**src/rtl/sound_pkg.sv**
```systemverilog
// Shared constants and address decode for the noise-channel register block.
package sound_pkg;

  localparam logic [15:0] NR41_ADDR = 16'hFF20;
  localparam logic [15:0] NR42_ADDR = 16'hFF21;
  localparam logic [15:0] NR43_ADDR = 16'hFF22;
  localparam logic [15:0] NR44_ADDR = 16'hFF23;

  // Bits that always read back as 1 (write-only or unused positions).
  localparam logic [7:0] NR41_READ_MASK = 8'hFF;
  localparam logic [7:0] NR44_READ_MASK = 8'hBF;

  localparam int PRESCALE_DEFAULT     = 8192;
  localparam int START_CYCLES_DEFAULT = 4;

  typedef enum logic [1:0] {
    SEL_NR41,
    SEL_NR42,
    SEL_NR43,
    SEL_NR44
  } reg_sel_e;

  typedef struct packed {
    logic     hit;
    reg_sel_e sel;
  } reg_dec_t;

  function automatic reg_dec_t decode_addr(input logic [15:0] addr);
    reg_dec_t r;
    r.hit = 1'b1;
    r.sel = SEL_NR41;
    case (addr)
      NR41_ADDR: r.sel = SEL_NR41;
      NR42_ADDR: r.sel = SEL_NR42;
      NR43_ADDR: r.sel = SEL_NR43;
      NR44_ADDR: r.sel = SEL_NR44;
      default:   r.hit = 1'b0;
    endcase
    return r;
  endfunction

endpackage

```
**src/rtl/sound_frame_seq.sv**
```systemverilog
// Frame sequencer: prescaled 8-step counter producing the length and
// envelope clocks. Held at step 0 while disabled.
module sound_frame_seq
  import sound_pkg::*;
#(
  parameter int PRESCALE = PRESCALE_DEFAULT
) (
  input  logic clk,
  input  logic rst,
  input  logic enable,
  output logic clk_length_ctr,
  output logic clk_vol_env
);

  localparam int PW = (PRESCALE > 1) ? $clog2(PRESCALE) : 1;

  logic [PW-1:0] presc_q, presc_d;
  logic [2:0]    step_q, step_d;
  logic          len_q, len_d;
  logic          env_q, env_d;

  always_comb begin
    presc_d = presc_q;
    step_d  = step_q;
    if (!enable) begin
      presc_d = '0;
      step_d  = '0;
    end else if (presc_q == PW'(PRESCALE - 1)) begin
      presc_d = '0;
      step_d  = step_q + 3'd1;
    end else begin
      presc_d = presc_q + PW'(1);
    end
    // Decoded from the next step so the flops always mirror the current step.
    len_d = ~step_d[0];
    env_d = (step_d == 3'd7);
  end

  always_ff @(posedge clk or posedge rst) begin
    if (rst) begin
      presc_q <= '0;
      step_q  <= '0;
      len_q   <= 1'b1;
      env_q   <= 1'b0;
    end else begin
      presc_q <= presc_d;
      step_q  <= step_d;
      len_q   <= len_d;
      env_q   <= env_d;
    end
  end

  assign clk_length_ctr = len_q;
  assign clk_vol_env    = env_q;

endmodule

```
**src/rtl/sound_noise_regs.sv**
```systemverilog
// Noise channel registers NR41-NR44: CPU write/readback, trigger pulse
// generation and the frame-sequencer clocks.
module sound_noise_regs
  import sound_pkg::*;
#(
  parameter int PRESCALE     = PRESCALE_DEFAULT,
  parameter int START_CYCLES = START_CYCLES_DEFAULT
) (
  input  logic        clk,
  input  logic        rst,
  input  logic [15:0] a,
  input  logic [7:0]  din,
  output logic [7:0]  dout,
  input  logic        wr,
  input  logic        rd,
  input  logic        apu_enable,
  output logic [5:0]  length,
  output logic [3:0]  initial_volume,
  output logic        envelope_increasing,
  output logic [2:0]  num_envelope_sweeps,
  output logic [3:0]  shift_clock_freq,
  output logic        counter_width,
  output logic [2:0]  freq_dividing_ratio,
  output logic        single,
  output logic        start,
  output logic        clk_length_ctr,
  output logic        clk_vol_env
);

  localparam int CW = $clog2(START_CYCLES + 1);

  logic [5:0]    len_q, len_d;
  logic [7:0]    nr42_q, nr42_d;
  logic [7:0]    nr43_q, nr43_d;
  logic          single_q, single_d;
  logic [CW-1:0] pulse_q, pulse_d;
  logic [7:0]    dout_q, dout_d;
  logic [7:0]    rdata;
  reg_dec_t      dec;

  assign dec = decode_addr(a);

  always_comb begin
    len_d    = len_q;
    nr42_d   = nr42_q;
    nr43_d   = nr43_q;
    single_d = single_q;
    pulse_d  = pulse_q;
    if (pulse_q != '0) pulse_d = pulse_q - CW'(1);
    if (!apu_enable) begin
      len_d    = '0;
      nr42_d   = '0;
      nr43_d   = '0;
      single_d = 1'b0;
      pulse_d  = '0;
    end else if (wr && dec.hit) begin
      case (dec.sel)
        SEL_NR41: len_d  = din[5:0];
        SEL_NR42: nr42_d = din;
        SEL_NR43: nr43_d = din;
        SEL_NR44: begin
          single_d = din[6];
          // A retrigger simply reloads the counter.
          if (din[7]) pulse_d = CW'(START_CYCLES);
        end
        default: ;
      endcase
    end
  end

  // Readback uses the registered (pre-write) values.
  always_comb begin
    rdata = 8'hFF;
    if (dec.hit) begin
      case (dec.sel)
        SEL_NR41: rdata = NR41_READ_MASK;
        SEL_NR42: rdata = nr42_q;
        SEL_NR43: rdata = nr43_q;
        SEL_NR44: rdata = NR44_READ_MASK | {1'b0, single_q, 6'b0};
        default:  rdata = 8'hFF;
      endcase
    end
    dout_d = rd ? rdata : dout_q;
  end

  always_ff @(posedge clk or posedge rst) begin
    if (rst) begin
      len_q    <= '0;
      nr42_q   <= '0;
      nr43_q   <= '0;
      single_q <= 1'b0;
      pulse_q  <= '0;
      dout_q   <= '0;
    end else begin
      len_q    <= len_d;
      nr42_q   <= nr42_d;
      nr43_q   <= nr43_d;
      single_q <= single_d;
      pulse_q  <= pulse_d;
      dout_q   <= dout_d;
    end
  end

  assign dout                = dout_q;
  assign length              = len_q;
  assign initial_volume      = nr42_q[7:4];
  assign envelope_increasing = nr42_q[3];
  assign num_envelope_sweeps = nr42_q[2:0];
  assign shift_clock_freq    = nr43_q[7:4];
  assign counter_width       = nr43_q[3];
  assign freq_dividing_ratio = nr43_q[2:0];
  assign single              = single_q;
  assign start               = (pulse_q != '0);

  sound_frame_seq #(
    .PRESCALE(PRESCALE)
  ) u_frame_seq (
    .clk           (clk),
    .rst           (rst),
    .enable        (apu_enable),
    .clk_length_ctr(clk_length_ctr),
    .clk_vol_env   (clk_vol_env)
  );

endmodule

```
**config.mk**
```make
export PLATFORM = sky130hd
export DESIGN_NAME = sound_noise_regs
export DESIGN_NICKNAME = d
export VERILOG_FILES = /design/src/rtl/sound_pkg.sv /design/src/rtl/sound_frame_seq.sv /design/src/rtl/sound_noise_regs.sv
export SDC_FILE = /design/constraint.sdc
export NUM_CORES = 1
export LEC_CHECK = 0
export CAP_MARGIN = 0
export CORE_MARGIN = 2
export CORE_UTILIZATION = 40
export CTS_BUF_LIST = sky130_fd_sc_hd__clkbuf_2
export CTS_CLUSTER_SIZE = 14
export DETAILED_ROUTE_END_ITERATION = 8
export GPL_ROUTABILITY_DRIVEN = 0
export MAX_ROUTING_LAYER = met4
export PLACE_DENSITY = 0.67
export SETUP_SLACK_MARGIN = 0.4
export SLEW_MARGIN = 30
export SYNTH_ARGS = -nofsm -noshare
export SYNTH_HDL_FRONTEND = slang
export SYNTH_SLANG_ARGS = --single-unit
```
**constraint.sdc**
```tcl
create_clock -name clk -period 3.8 [get_ports clk]
set_input_delay 0.76 -clock clk [delete_from_list [all_inputs] [get_ports clk]]
set_output_delay 0.76 -clock clk [all_outputs]
set_load 0.01 [all_outputs]
```
==> reports/qor_table.md <==
| Group | Quantity | This run |
|:---|:---|:---|
| layout | # nets final | 328 |
| logic synthesis | Primary flip-flop cell chosen by synthesis mapping | sky130_fd_sc_hd__dfrtp_1 |
| global routing | Largest net degree at the start of global routing | 53 |
| logic synthesis | Cell area after technology mapping | 2466 µm² |
| sta | Number of slew-limit violations in the final report | 0 |
| critical path | Arrival time reported for the critical path endpoint | 1.94 ns |
| critical path | Data required time of the critical path | 3.04 ns |
| logic synthesis | Post-synthesis average cell area | 10.41 µm² |
| worst hold path | Start point of the worst min-delay path | u_frame_seq.presc_q[0] |
| worst hold path | Number of stages on the worst hold path | 1 |
| floorplanning | Number of top-level pins | 63 |
| sta | Final hold violations | 0 |
| critical path | CP Launch Type | flop |
| clocking | Number of clock buffers inserted by TritonCTS | 5 |
| clocking | Cell at the root of the clock tree | sky130_fd_sc_hd__clkbuf_2 |
| global routing | Total congestion overflow after global routing | 0 |
| layout | Synth-to-Final Area Change | 29.12% |
| clocking | Clk pin slew, worst setup/hold paths | 0.24 ns |
| layout | N_diodes | 0 |
| placed design | Post-placement cell count | 363 |
| pwr | Pwr/cell area | 318.3 nW/µm² |
| clocking | TritonCTS clock tree | yes |
| pwr | Design Power | 1.013 mW |
| critical path | Worst setup path class | flop to output port |
| critical path | Path depth of the worst reg2reg path | 5 |
| placed design | Hpwl dp | 3.881 mm |
| clocking | Number of sinks on the clock net | 52 |
| clocking | Post-CTS Repair Setup Buffers | 0 |
| worst hold path | Tightest Hold Check Type | flop to flop |
| placed design | Worst slack after detailed placement | 0.7640 ns |
| global routing | Wire length of the first global-routing pass | 8.845 mm |
| sta | Tightest slew margin relative to the limit | 57.53% |
| drt | Detailed-route DRC error count | 0 |
| clocking | Quantity of hold-fixing buffers added after cts | 0 |
| drt | Initial DRC Count | 61 |
| drt | Antenna Violating Nets Remaining | 0 |
| global routing | Vias in the first global route | 1894 |
| layout | Filler Cells Inserted | 556 |
| floorplanning | Initial standard-cell utilization of the core | 41.41% |
| drt | Post-DR wirelength/cell | 14.64 µm |
| sta | Max Clk Rate | 0.3701 GHz |
| global routing | Overall routing resource usage | 17.63% |
| placed design | Number of I/O port buffers | 62 |
| critical path | R2R Path Start | u_frame_seq.presc_q[0] |
| sta | Fin crit share | 71.10% |
| sta | Setup WS post-layout | 1.098 ns |
| pwr | Static Leakage | 1.367 nW |
| drt | Via density per instance | 5.160 |
| drt | Total Routed Length | 5.401 mm |
| critical path | Largest driver fanout on the critical path | 4 |
| pwr | Max VDD drop | 151.4 µV |
| sta | # setup viols final | 0 |
| logic synthesis | Unique masters post-synth | 35 |
| logic synthesis | Leading area contributor after synthesis | sky130_fd_sc_hd__dfrtp_1 |
| critical path | Crit. End Element | output port |
| clocking | H-tree depth | 2 |
| critical path | CP Launch Point | pulse_q[0] |
| sta | Accumulated negative setup slack | 0 ns |
| layout | Post-Layout Cell Count | 369 |
| sta | Pin slew with the least headroom to its limit | 0.6370 ns |
| drt | Via count | 1904 |
| logic synthesis | Post-synth EDFFs | 0 |
| global routing | Number of antenna violations at the first check in global routing | 0 |
| clocking | Post-CTS sizing | 0 |
| floorplanning | Placeable core region | 5956 µm² |
| sta | Unrepaired setup endpoints after global routing | false |
| layout | Post-layout utilization of the core | 53.47% |
| logic synthesis | Number of register bits inferred by synthesis | 52 |
| run status | Result of the run | finished clean |
| floorplanning | Placement row count | 28 |
| logic synthesis | Fraction of synthesized cell area taken by the top area cell type | 51.75% |
| logic synthesis | Sequential cell area fraction in the yosys report | 52.82% |
| job | MaxCap Viol Count | 0 |
| drt | Initial DRT Pass Iterations | 5 |
| sta | Worst clock skew on the final layout | 0.02055 ns |
| floorplanning | Die Span Y | 82.52 µm |
| logic synthesis | Synth area leaders | sky130_fd_sc_hd__dfrtp_1 52%, sky130_fd_sc_hd__mux2i_1 11%, sky130_fd_sc_hd__nand2_1 5.9% |
| clocking | Insertion delay of the later-clocked pin in the worst-skew pair | 0.42 ns |
| logic synthesis | Net Count, Synth | 270 |
| sta | Final worst path period need | 2.702 ns |
| floorplanning | Die width | 82.52 µm |
| clocking | Clock buffer depth | 2 |
| layout | Layout cells sized above 1 | 5.102% |
| logic synthesis | Count of mapped cells out of synthesis | 237 |
| logic synthesis | YS warnings | 0 |
| floorplanning | Die Outline Area | 6810 µm² |
| logic synthesis | Asr flop ratio synth | 100.0% |
## state kept, by name, summed over array words and instances (netlist names)
| register | count |
|---|---|
| nr43_q | 8 |
| u_frame_seq.clk_length_ctr | 1 |
| single | 1 |
| dout | 8 |
| u_frame_seq.clk_vol_env | 1 |
| nr42_q | 8 |
| length | 6 |
| pulse_q | 3 |
| u_frame_seq.presc_q | 13 |
| u_frame_seq.step_q | 3 |
## final cells by class
class	count	area (µm²)	share of cell area (%)
clock buffers	5	25.02	0.7859
clock inverters	1	30.03	0.9430
inverters	7	28.78	0.9037
multi-input cells	166	1076	33.79
flip-flops and latches	52	1303	40.90
well taps	75	93.84	2.947
repair buffers	63	628.1	19.72
## where the power goes
part	leakage [nW]	switching, mW	internal, mW	total, mW
clock	0.0349	0.165	0.104	0.270
sequential	0.677	0.0103	0.569	0.580
combinational	0.656	0.0808	0.0831	0.164
total	1.37	0.257	0.757	1.01
## routing by layer
metal	vias to the layer above	share of wire (%)	global-route usage, %
met1	920	46	22.30
met4	0	2.4	7.049
li1	914	-	-
met5	-	0	-
met2	57	46	27.82
met3	13	5.2	3.587
## final timing paths
path	slack [ns]	endpoint
max in group asynchronous	2.63	dout[6]
min	0.50	u_frame_seq.presc_q[0]
min reg2reg	0.50	u_frame_seq.presc_q[0]
min in group asynchronous	0.73	u_frame_seq.presc_q[3]
max reg2reg	1.81	u_frame_seq.clk_vol_env
max	1.10	start
## cell families (layout without fill, tap and decap cells)
logic type / Yosys count / in the layout / share of synthesized area [%]
and+or+nand+nor: 102 / 102 / 21.46
DFF: 52 / 52 / 52.82
muxes: 27 / 27 / 10.96
AOI/OAI and AO/OA: 21 / 21 / 4.921
buffers and inverters: 19 / 76 / 3.551
xor gates and xnor gates: 12 / 12 / 4.262
adders and majority gates: 4 / 4 / 2.030
## Yosys cell counts (2+ instances only)
library cell / n
sky130_fd_sc_hd__nand3_1: 8
sky130_fd_sc_hd__ha_1: 4
sky130_fd_sc_hd__clkbuf_1: 9
sky130_fd_sc_hd__a21oi_1: 8
sky130_fd_sc_hd__o21ai_0: 3
sky130_fd_sc_hd__o22ai_1: 7
sky130_fd_sc_hd__dfrtp_1: 51
sky130_fd_sc_hd__nor2b_1: 3
sky130_fd_sc_hd__a21boi_0: 2
sky130_fd_sc_hd__xnor2_1: 7
sky130_fd_sc_hd__and3_1: 3
sky130_fd_sc_hd__inv_1: 7
sky130_fd_sc_hd__nand4_1: 3
sky130_fd_sc_hd__nand2_1: 39
sky130_fd_sc_hd__nor2_1: 21
sky130_fd_sc_hd__nor4_1: 3
sky130_fd_sc_hd__buf_6: 2
sky130_fd_sc_hd__or3_1: 2
sky130_fd_sc_hd__mux2i_1: 27
sky130_fd_sc_hd__nor3_1: 4
sky130_fd_sc_hd__xor2_1: 5
sky130_fd_sc_hd__nand2b_1: 4
sky130_fd_sc_hd__and2_1: 3
## critical path, cell delays in order (launching register included)
cell and delay [ns]:
sky130_fd_sc_hd__dfrtp_1 0.44, sky130_fd_sc_hd__inv_1 0.08, sky130_fd_sc_hd__ha_1 0.16, sky130_fd_sc_hd__nor2b_1 0.28
sky130_fd_sc_hd__inv_1 0.08, sky130_fd_sc_hd__clkdlybuf4s50_1 0.48
## placed cells by master, fill, tap and decap left out, types with 4 or more instances in the layout
master,n
sky130_fd_sc_hd__a21oi_1,8
sky130_fd_sc_hd__mux2i_1,27
sky130_fd_sc_hd__xnor2_1,7
sky130_fd_sc_hd__xor2_1,5
sky130_fd_sc_hd__nor2_1,21
sky130_fd_sc_hd__dfrtp_1,51
sky130_fd_sc_hd__nand2b_1,4
sky130_fd_sc_hd__nor3_1,4
sky130_fd_sc_hd__inv_1,6
sky130_fd_sc_hd__nand3_1,8
sky130_fd_sc_hd__ha_1,4
sky130_fd_sc_hd__clkdlybuf4s50_1,62
sky130_fd_sc_hd__clkbuf_2,5
sky130_fd_sc_hd__o22ai_1,7
sky130_fd_sc_hd__nand2_1,39
## stage by stage
stage	hold slack (ns)	area [µm²]
floorplan	0.4535	2466
global placement	0.4715	3127
detailed placement	0.4786	3129
CTS	0.5057	3184
global route	0.5201	3184
finish	0.5015	3184
Power figures use the tool's default switching activity.
